[src/rtl/conv_frame_sequencer_if.sv]
// Frame-RAM and filter-stream bundle for the convolution frame sequencer.
// Latency: none, wires only. Backpressure: x_ready/y_ready carried as plain handshake bits.
// Ports: input-RAM read (rd_*), filter input (x_*), filter output (y_*), output-RAM write (wr_*).
interface conv_frame_sequencer_if #(
    parameter int W      = 8,
    parameter int ADDR_W = 19
);
    logic              rd_en;
    logic [ADDR_W-1:0] rd_addr;
    logic [W-1:0]      rd_data;
    logic              x_valid;
    logic              x_ready;
    logic [W-1:0]      x_data;
    logic              y_valid;
    logic              y_ready;
    logic [W-1:0]      y_data;
    logic              wr_en;
    logic [ADDR_W-1:0] wr_addr;
    logic [W-1:0]      wr_data;

    // master = sequencer side, slave = RAMs + filter side
    modport master (
        output rd_en, rd_addr, input rd_data,
        output x_valid, x_data, input x_ready,
        input y_valid, y_data, output y_ready,
        output wr_en, wr_addr, wr_data
    );
    modport slave (
        input rd_en, rd_addr, output rd_data,
        input x_valid, x_data, output x_ready,
        output y_valid, y_data, input y_ready,
        input wr_en, wr_addr, wr_data
    );
endinterface

[src/rtl/conv_frame_sequencer.sv]
// Frame controller: latches a kernel, streams a frame from RAM into the 3x3 filter, stores its output.
// Latency: 2 cycles from rd_en to x_valid; output beats written to RAM in the cycle they arrive.
// Backpressure: x_ready stalls reads via a 2-entry buffer; y_ready is high whenever busy (never stalls filter).
// Ports: clk/rst, start/kernel_sel/custom_kernel in; kernel_flat, busy, done, timeout, overrun,
//        in_count, out_count out; RAM and filter streams through the bus interface.
module conv_frame_sequencer #(
    parameter int IMG_WIDTH     = 640,
    parameter int IMG_HEIGHT    = 480,
    parameter int W             = 8,
    parameter int ADDR_W        = 19,
    parameter int DRAIN_TIMEOUT = 500000
) (
    input  logic                 clk,
    input  logic                 rst,
    input  logic                 start,
    input  logic [1:0]           kernel_sel,
    input  logic [9*W-1:0]       custom_kernel,
    output logic [9*W-1:0]       kernel_flat,
    output logic                 busy,
    output logic                 done,
    output logic                 timeout,
    output logic                 overrun,
    output logic [ADDR_W:0]      in_count,
    output logic [ADDR_W:0]      out_count,
    conv_frame_sequencer_if.master bus
);
    localparam int              N     = IMG_WIDTH * IMG_HEIGHT;
    localparam int              CW    = ADDR_W + 1;
    localparam logic [CW-1:0]   N_C   = CW'(N);
    localparam int              TW    = $clog2(DRAIN_TIMEOUT + 1);
    localparam logic [TW-1:0]   TMO_C = TW'(DRAIN_TIMEOUT);

    typedef enum logic [1:0] {S_IDLE, S_RUN, S_DRAIN, S_DONE} state_t;
    state_t state, state_nxt;

    logic [CW-1:0] rd_ptr;
    logic [W-1:0]  buf0, buf1;      // buf0 is the head presented on x_data
    logic [1:0]    occ;
    logic          inflight;        // a read issued last cycle lands this cycle
    logic [TW-1:0] timer;
    logic          start_ok, x_acc, y_acc, wr_ok, rd_go, drain_full, timer_exp;
    logic [CW-1:0] out_count_nxt;

    function automatic logic [9*W-1:0] kernel_for(input logic [1:0] sel,
                                                  input logic [9*W-1:0] custom);
        logic [9*W-1:0] kf;
        int             c;
        kf = custom;
        if (sel != 2'd3) begin
            for (int i = 0; i < 9; i++) begin
                case (sel)
                    2'd0:    c = 1;
                    2'd1:    c = (i == 4) ? 5 : ((i % 2 == 1) ? -1 : 0);
                    default: c = (i == 4) ? 8 : -1;
                endcase
                kf[i*W +: W] = c[W-1:0];
            end
        end
        return kf;
    endfunction

    assign start_ok      = (state == S_IDLE) && start;
    assign busy          = (state == S_RUN) || (state == S_DRAIN);
    assign done          = (state == S_DONE);

    assign bus.x_valid   = (occ != 2'd0);
    assign bus.x_data    = buf0;
    assign x_acc         = bus.x_valid && bus.x_ready;

    assign bus.y_ready   = busy;
    assign y_acc         = bus.y_valid && busy;
    assign wr_ok         = y_acc && (out_count < N_C);
    assign bus.wr_en     = wr_ok;
    assign bus.wr_addr   = out_count[ADDR_W-1:0];
    assign bus.wr_data   = bus.y_data;
    assign out_count_nxt = out_count + CW'(wr_ok);

    // Credit check counts the slot freed by this cycle's acceptance so a
    // continuously ready filter sees one pixel per cycle.
    assign rd_go = (state == S_RUN) && (rd_ptr < N_C) &&
                   (({1'b0, occ} + {2'b0, inflight}) < (3'd2 + {2'b0, x_acc}));
    assign bus.rd_en   = rd_go;
    assign bus.rd_addr = rd_ptr[ADDR_W-1:0];

    // Completion is judged on the post-write count so it beats a same-cycle expiry.
    assign drain_full = (out_count_nxt == N_C);
    assign timer_exp  = (state == S_DRAIN) && !drain_full && (timer == TMO_C);

    always_ff @(posedge clk or posedge rst) begin
        if (rst) state <= S_IDLE;
        else     state <= state_nxt;
    end

    always_comb begin
        state_nxt = state;
        case (state)
            S_IDLE:  if (start) state_nxt = S_RUN;
            S_RUN:   if (in_count == N_C) state_nxt = S_DRAIN;
            S_DRAIN: if (drain_full || timer_exp) state_nxt = S_DONE;
            default: state_nxt = S_IDLE;
        endcase
    end

    always_ff @(posedge clk or posedge rst) begin
        if (rst) begin
            kernel_flat <= '0;
            in_count    <= '0;
            out_count   <= '0;
            rd_ptr      <= '0;
            timer       <= '0;
            timeout     <= 1'b0;
            overrun     <= 1'b0;
            occ         <= 2'd0;
            inflight    <= 1'b0;
            buf0        <= '0;
            buf1        <= '0;
        end else if (start_ok) begin
            kernel_flat <= kernel_for(kernel_sel, custom_kernel);
            in_count    <= '0;
            out_count   <= '0;
            rd_ptr      <= '0;
            timer       <= '0;
            timeout     <= 1'b0;
            overrun     <= 1'b0;
            occ         <= 2'd0;
            inflight    <= 1'b0;
        end else begin
            inflight <= rd_go;
            if (rd_go) rd_ptr <= rd_ptr + 1'b1;
            if (x_acc) begin
                buf0     <= buf1;
                in_count <= in_count + 1'b1;
            end
            // Returning data goes into the first slot free after this cycle's pop.
            if (inflight) begin
                if (occ == 2'd0 || (occ == 2'd1 && x_acc)) buf0 <= bus.rd_data;
                else                                         buf1 <= bus.rd_data;
            end
            occ       <= occ + {1'b0, inflight} - {1'b0, x_acc};
            out_count <= out_count_nxt;
            if (y_acc && !wr_ok) overrun <= 1'b1;
            if (state == S_DRAIN) timer <= wr_ok ? '0 : timer + 1'b1;
            if (timer_exp) timeout <= 1'b1;
        end
    end
endmodule

[src/flat_wrapper.sv]
// flat-port wrapper written by rule: the top's interface ports become plain ports
module conv_frame_sequencer_flat 
#(
    parameter int IMG_WIDTH     = 640,
    parameter int IMG_HEIGHT    = 480,
    parameter int W             = 8,
    parameter int ADDR_W        = 19,
    parameter int DRAIN_TIMEOUT = 500000
)
  (clk, rst, start, kernel_sel, custom_kernel, kernel_flat, busy, done, timeout, overrun, in_count, out_count, bus_rd_en, bus_rd_addr, bus_rd_data, bus_x_valid, bus_x_data, bus_x_ready, bus_y_valid, bus_y_data, bus_y_ready, bus_wr_en, bus_wr_addr, bus_wr_data);
  conv_frame_sequencer_if #(.W(W), .ADDR_W(ADDR_W)) bus_i ();
  input  logic clk;
  input  logic rst;
  input  logic start;
  input  logic [1:0] kernel_sel;
  input  logic [9*W-1:0] custom_kernel;
  output logic [9*W-1:0] kernel_flat;
  output logic busy;
  output logic done;
  output logic timeout;
  output logic overrun;
  output logic [ADDR_W:0] in_count;
  output logic [ADDR_W:0] out_count;
  output wire logic [$bits(bus_i.rd_en)-1:0] bus_rd_en;
  output wire logic [$bits(bus_i.rd_addr)-1:0] bus_rd_addr;
  input wire logic [$bits(bus_i.rd_data)-1:0] bus_rd_data;
  output wire logic [$bits(bus_i.x_valid)-1:0] bus_x_valid;
  output wire logic [$bits(bus_i.x_data)-1:0] bus_x_data;
  input wire logic [$bits(bus_i.x_ready)-1:0] bus_x_ready;
  input wire logic [$bits(bus_i.y_valid)-1:0] bus_y_valid;
  input wire logic [$bits(bus_i.y_data)-1:0] bus_y_data;
  output wire logic [$bits(bus_i.y_ready)-1:0] bus_y_ready;
  output wire logic [$bits(bus_i.wr_en)-1:0] bus_wr_en;
  output wire logic [$bits(bus_i.wr_addr)-1:0] bus_wr_addr;
  output wire logic [$bits(bus_i.wr_data)-1:0] bus_wr_data;
  assign bus_rd_en = bus_i.rd_en;
  assign bus_rd_addr = bus_i.rd_addr;
  assign bus_i.rd_data = bus_rd_data;
  assign bus_x_valid = bus_i.x_valid;
  assign bus_x_data = bus_i.x_data;
  assign bus_i.x_ready = bus_x_ready;
  assign bus_i.y_valid = bus_y_valid;
  assign bus_i.y_data = bus_y_data;
  assign bus_y_ready = bus_i.y_ready;
  assign bus_wr_en = bus_i.wr_en;
  assign bus_wr_addr = bus_i.wr_addr;
  assign bus_wr_data = bus_i.wr_data;
  conv_frame_sequencer #(.IMG_WIDTH(IMG_WIDTH), .IMG_HEIGHT(IMG_HEIGHT), .W(W), .ADDR_W(ADDR_W), .DRAIN_TIMEOUT(DRAIN_TIMEOUT)) u_core (.clk(clk), .rst(rst), .start(start), .kernel_sel(kernel_sel), .custom_kernel(custom_kernel), .kernel_flat(kernel_flat), .busy(busy), .done(done), .timeout(timeout), .overrun(overrun), .in_count(in_count), .out_count(out_count), .bus(bus_i));
endmodule
[config.mk]
export PLATFORM = sky130hd
export DESIGN_NAME = conv_frame_sequencer_flat
export DESIGN_NICKNAME = d
export VERILOG_FILES = /design/src/rtl/conv_frame_sequencer_if.sv /design/src/rtl/conv_frame_sequencer.sv /design/src/flat_wrapper.sv
export SDC_FILE = /design/constraint.sdc
export NUM_CORES = 1
export LEC_CHECK = 0
export ABC_AREA = 1
export CORE_ASPECT_RATIO = 0.6
export CORE_MARGIN = 4
export CORE_UTILIZATION = 42
export DETAILED_ROUTE_END_ITERATION = 6
export PLACE_DENSITY = 0.7
export SYNTH_ARGS = -nofsm -noshare
export SYNTH_HDL_FRONTEND = slang
export SYNTH_SLANG_ARGS = --single-unit
[constraint.sdc]
create_clock -name clk -period 9.6 [get_ports clk]
set_input_delay 0.96 -clock clk [delete_from_list [all_inputs] [get_ports clk]]
set_output_delay 0.96 -clock clk [all_outputs]
set_load 0.05 [all_outputs]
# After elaboration in Yosys (flattened, before gate mapping)
# Cells that the tools add are included.
[op_classes]
order_cmp = 3
mux = 25
bitwise_logic = 2
reduce_logical = 26
n_addsub = 8
n_eq_ne = 12
[ops]
columns = ["op", "n"]
rows = [
  ["2-to-1 mux 20 bit", 5],
  ["2-to-1 mux 72 bit", 1],
  ["2-to-1 mux 19 bit", 3],
  ["adder 20 x 1 -> 20 bit (second input constant)", 2],
  ["equality test 20 x 19 -> 1 bit (second input constant)", 2],
  ["less-than comparator 20 x 19 -> 1 bit (second input constant)", 2],
  ["2-to-1 mux 8 bit", 4],
  ["adder 20 x 1 -> 20 bit", 1],
  ["adder 19 x 1 -> 19 bit (second input constant)", 1],
  ["equality test 19 bit (second input constant)", 1],
  ["case mux 8 bit (2 select lines)", 1],
  ["nonzero test 2 bit", 6],
  ["logical AND 1 bit", 10],
  ["2-to-1 mux 2 bit", 4],
  ["inequality test 2 bit (second input constant)", 4],
  ["case mux 4 bit (2 select lines)", 1],
  ["equality test 2 x 1 -> 1 bit (second input constant)", 3],
  ["zero test 2 bit", 3],
  ["case mux 2 bit (3 select lines)", 1],
  ["AND reduction 3 bit", 2],
  ["2-to-1 mux 1 bit", 5],
  ["equality test 2 bit (second input constant)", 2],
  ["adder 2 x 1 -> 3 bit", 1],
  ["adder 2 x 1 -> 3 bit (first input constant)", 1],
  ["other kinds (6)", 10],
]
[word_totals]
output_inout_bits = 174
elab_cells = 88
input_bits = 95
regBits = 174

# Longest topological paths before layout
[depth]
word_depth = 12
ltp_mapped = 21
depth_no_buf = 21

# Worst setup path after synthesis
# No wires, ideal clock.
[synth_timing]
path_type = "flip-flop to flip-flop"
startpoint = "register u_core.state[0]"
endpoint = "register u_core.state[1]"
stages_incl_launch_ff = 20
n_path_buf = 0
setup_slack_ns = 5.961
period_less_slack_ns = 3.639
arrival_ns = 3.521
setup_time_ns = 0.119
cell_sequence = "dfrtp_1 > inv_1 > ha_1 > nand2_1 > nor2_1 > ha_1 > ha_1 > nand3_1 > nor2_2 > nand3_1 > nand2_1 > nand2_1 > nor2_1 > nand2_1 > nor2_2 > nand3_2 > nand3_2 > nand2_2 > nand2_1 > nand2_1"
[synth_between]
elab_chain_len = 12
[synth_lines]
columns = ["item", "line", "text"]
rows = [
  ["start, declared", "conv_frame_sequencer.sv:34", "state_t state, state_nxt;"],
  ["start signal, assigned", "conv_frame_sequencer.sv:91", "else state <= state_nxt;"],
  ["equality test 2 x 1 -> 1 bit or equality test 2 bit (tied branches)", "conv_frame_sequencer.sv:63", "assign busy = (state == S_RUN) || (state == S_DRAIN);"],
  ["logical OR 1 bit (*)", "conv_frame_sequencer.sv:63", ""],
  ["net bus_y_ready", "flat_wrapper.sv:32", "output wire logic [$bits(bus_i.y_ready)-1:0] bus_y_ready;"],
  ["logical AND 1 bit (*)", "conv_frame_sequencer.sv:71", "assign y_acc = bus.y_valid && busy;"],
  ["logical AND 1 bit (*)", "conv_frame_sequencer.sv:72", "assign wr_ok = y_acc && (out_count < N_C);"],
  ["net bus_wr_en", "flat_wrapper.sv:33", "output wire logic [$bits(bus_i.wr_en)-1:0] bus_wr_en;"],
  ["adder 20 x 1 -> 20 bit (*)", "conv_frame_sequencer.sv:76", "assign out_count_nxt = out_count + CW'(wr_ok);"],
  ["equality test 20 x 19 -> 1 bit (*)", "conv_frame_sequencer.sv:86", "assign drain_full = (out_count_nxt == N_C);"],
  ["zero test 1 bit", "conv_frame_sequencer.sv:87", "assign timer_exp = (state == S_DRAIN) && !drain_full && (timer == TMO_C);"],
  ["logical AND 1 bit (2 in series)", "conv_frame_sequencer.sv:87", ""],
  ["logical OR 1 bit (*)", "conv_frame_sequencer.sv:99", "S_DRAIN: if (drain_full || timer_exp) state_nxt = S_DONE;"],
  ["inequality test 2 bit (no source line) (*)", "--", ""],
  ["AND reduction 3 bit (no source line) (*)", "--", ""],
]
# Mark *: on every way through the listed nets, which the timed path passes. The rest lies on a longest branch.
# A chain may end at the register's enable or synchronous reset.

# Final worst setup path
[layout_timing]
startpoint = "input port bus_x_ready"
endpoint = "output port bus_rd_en"
[layout_between]
elab_chain_len = 4
[layout_lines]
columns = ["item", "line", "text"]
rows = [
  ["start, declared", "flat_wrapper.sv:29", "input wire logic [$bits(bus_i.x_ready)-1:0] bus_x_ready;"],
  ["logical AND 1 bit", "conv_frame_sequencer.sv:68", "assign x_acc = bus.x_valid && bus.x_ready;"],
  ["adder 2 x 1 -> 3 bit", "conv_frame_sequencer.sv:81", "(({1'b0, occ} + {2'b0, inflight}) < (3'd2 + {2'b0, x_acc}));"],
  ["less-than comparator 3 bit", "conv_frame_sequencer.sv:81", ""],
  ["logical AND 1 bit", "conv_frame_sequencer.sv:80", "assign rd_go = (state == S_RUN) && (rd_ptr < N_C) &&"],
  ["end, declared", "flat_wrapper.sv:24", "output wire logic [$bits(bus_i.rd_en)-1:0] bus_rd_en;"],
]
# Every way passes these cells.

==> results.txt <==
- The flow ran to the end, and the final reports show no timing, DRC or antenna violations.
- The share of synthesized area in the top cell type comes to about half.
- Endpoint class of the critical path: primary output
- H-tree depth: 4
- For this design, the CTS-stage hold fixing added 0 buffers.
* Number of buffers inserted by port buffering: roughly 250
* Final critical-path share of the clock period: about 45%
* Global placement routability congestion: 0.912
* Most frequently used cell type in the post-synthesis netlist: sky130_fd_sc_hd__nand2_1
* Setup CP Type: input port to primary output
- Area Overhead vs Synth: 34.4%
* Fraction of the core area covered by cells at the end of the flow: between 50% and 60%
- The number of antenna diodes in the final layout is 0.
* Setup repair after global routing missed its margin: no
- Distinct cell type count of the synthesized netlist: between 40 and 50
- Number of inserted filler cells in the final layout: between 1500 and 2000
- The number of nets handed over by synthesis was 1190.
* CTS buffer count: 17
- Hold slack: between 0.4 and 0.5 ns
- Power per cell area: 302 mW/mm^2
- Average size of a mapped cell: 8.19 sq um
- Among all flip-flop cells after synthesis, the most frequent one is sky130_fd_sc_hd__dfrtp_1.
- Remaining design rule violation count: 0
- After clock tree synthesis, the repair step resized 0 gates.
- Std cell rows: 40
- The first global-routing pass estimated roughly 40 mm of wire.
* Min-Delay Path Class: flip-flop to flip-flop
- Min setup slack post-route: approximately 5.3 ns
- Post CTS Setup Buffer Count: 0
- Setup violations remaining at the end of the flow were counted as 0.
* Clk_lat worst skew: between 0.4 and 0.5 ns
- Cells with a size suffix above 1 make up 6.51% of the layout.
- In the final layout, flip-flops and latches occupy around 0.0044 sq mm.
* Commonest cells post-synth: 226 x sky130_fd_sc_hd__nand2_1, 174 x sky130_fd_sc_hd__dfrtp_1, 132 x sky130_fd_sc_hd__nor2_1
- Die outline area: 0.0235 sq mm
* Worst Path Max Fanout: 16
- The first TritonRoute pass finished after 5 iterations.
* Slew margin rel.: 33.8%
- For this design, the sink count on the clock tree is between 150 and 200.
- Async set-reset flop share out of synthesis: 100%
- The max-slew violation count was 0.
- Synth top area cells: sky130_fd_sc_hd__dfrtp_1 49%, sky130_fd_sc_hd__nand2_1 9.6%, sky130_fd_sc_hd__o21ai_0 6.2%
* Post-DP HPWL: 18.6 mm
* Core region area: 0.0204 sq mm
- Root Buffer Master: sky130_fd_sc_hd__clkbuf_16
- sky130_fd_sc_hd__dfrtp_1 takes more of the synthesized area than any other cell.
* CTS tree: done
- The slowest stage of the critical path belongs to the cell sky130_fd_sc_hd__clkdlybuf4s50_1.
- The longest clock path from root to sink contains 2 buffers.
- Measured along the y axis, the die boundary spans ~120 um.
- For this run, the top clock speed supported by timing is about 0.23 GHz.
- Number of maximum-capacitance violations: 0
- For this design the static power due to leakage is 0.00523 uW.
- Dividing the detail-routed via count by the number of cells gives ~5.
- For this design the top-level I/O count stands at around 270.
* Number of global-route vias before repair: around 7500
- Counting flops and latches in the post-synthesis netlist gives 174.
- For this run the aggregate overflow at the end of global routing stands at 0.
- Number of placed instances, taps included: between 1500 and 2000
- In the final routed layout, each cell accounts on average for about 16 um.
* Total negative slack for setup checks: 0 ns
- WL final: about 25 mm
* Vias after detailed routing: approximately 8000
- Once detail routing completed, the nets flagged for antenna violations numbered 0.
* Worst slack, placed: between 5 and 6 ns
- Entering global routing, the biggest net connects 98 pins.
- Register clock-pin slew on the reported worst setup and hold paths: 0.07 ns
* R2R Path Start: u_core.state[0]$_DFFE_PP0P_
- Critical path arrival: 3.37 ns
- Multi-input logic area: 0.00361 sq mm
- Critical path's largest stage delay: 0.87 ns
- The synthesized netlist occupies a cell area of slightly below 0.009 sq mm.
* Cells along the critical path: clkdlybuf4s50_1, nand2_2, o21ai_0, and3_1, nand2_2, inv_1, clkdlybuf4s50_1
* Worst path required time: approximately 8.6 ns
- Global routing used a little over a fifth of the available tracks.
* Antenna violations before repair: 0
- EDFF count, synth: 0
- After technology mapping, the gate count stands at ~1100.
* Startpoint kind of the worst setup timing path: input port
- Maximum VDD drop: between 0.0002 and 0.00025 V
* Initial Utilization: a little over two fifths
* Number of DRC markers after the initial detailed-route iteration: about 540
- Clock skew on the completed layout was measured at between 0.006 and 0.007 ns.
* Sequential element share of the synthesized area: about half
* Overall die width: slightly below 200 um
* Yosys warning total: 0
* Time the final worst path needs with I/O delays and setup: between 4 and 5 ns
- In this run the worst setup path begins at bus_x_ready.
- Leaving out filler cells and counting taps, the final layout contains roughly 1600.
- In the final design database the tool counted around 1400 nets.
* Slew at the pin with the worst max-slew slack: between 0.9 and 1 ns
- Startpoint of the most critical hold path: u_core.buf1[6]$_DFFE_PP0P_
- Hold Vio Cnt, Final: 0
[kinds of logic after synthesis]
kind of cell	count (synthesis)	share of synthesized area (%)
simple gates	492	24.5
fa+ha+maj	15	2.12
xor+xnor	22	2.18
buf+inv	188	10.0
compound gates	189	11.9
flops	174	49.2
[worst paths after layout]
kind / cells past startpoint / end / slack (ns)
worst max register to register: 10 / u_core.timer[16]$_DFFE_PP0P_ / 6.13
worst max-delay path: 7 / bus_rd_en / 5.27
max in group asynchronous: 3 / u_core.occ[0]$_DFF_PP0_ / 6.96
worst min-delay path: 2 / u_core.buf1[6]$_DFFE_PP0P_ / 0.48
worst min register to register: 2 / u_core.buf1[6]$_DFFE_PP0P_ / 0.48
min in group asynchronous: 2 / u_core.state[0]$_DFFE_PP0P_ / 1.11
[cell type report]
type / instances / area share [%]
clock buffers: 24 / 4.22
clock inverters: 8 / 0.874
inverters: 108 / 3.45
multi-input cells: 718 / 30.4
flip-flops and latches: 174 / 36.6
well taps: 273 / 2.87
repair buffers: 258 / 21.6
[worst max-delay path, delay by kind of cell]
family / cells / cell delay, ns
simple gates: 3 / 0.57
buf+inv: 3 / 1.62
compound gates: 1 / 0.21
[layout by cell type (no fill, tap or decap), drive strengths merged]
cell type,count
a211oi,3
a21o,1
a21oi,37
a22o,5
a311oi,1
a31oi,4
and3,2
buf,6
bufinv,2
clkbuf,24
clkdlybuf4s50,252
clkinv,3
clkinvlp,4
dfrtp,174
ha,15
inv,107
nand2,240
nand3,45
nand3b,1
nand4,18
nor2,146
nor3,29
nor3b,2
nor4,9
o2111ai,1
o211ai,8
o21a,2
o21ai,115
o21bai,2
o22a,4
o22ai,1
o31ai,4
o41ai,1
xnor2,10
xor2,12
[flip-flops by register name (all words and copies together) (netlist names)]
name                count
u_core.kernel_flat     72
u_core.in_count        20
u_core.out_count       20
u_core.rd_ptr          20
u_core.timer           19
u_core.buf1             8
u_core.bus.x_data       8
u_core.occ              2
u_core.state            2
u_core.inflight         1
u_core.overrun          1
u_core.timeout          1
[where the power goes]
group | internal, uW | total (uW) | switching, uW
sequential | 949 | 1100 | 148
combinational | 551 | 1790 | 1240
clock | 419 | 707 | 289
total | 1920 | 3600 | 1680
[per-layer routing]
metal / GRT usage [%] / routed length [um]
met5: 0 / 0
met1: 29.7 / 11400
met4: 4.75 / 303
met2: 31.8 / 11000
met3: 8.33 / 2610
[per-stage QoR]
step,instance area [sq um],power (uW)
after floorplan,8850,2300
after global placement,11300,2890
after detailed placement,11300,2910
after CTS,11900,3640
after global routing,11900,3790
final,11900,3600
No activity file was read; power rests on OpenSTA's default activity.
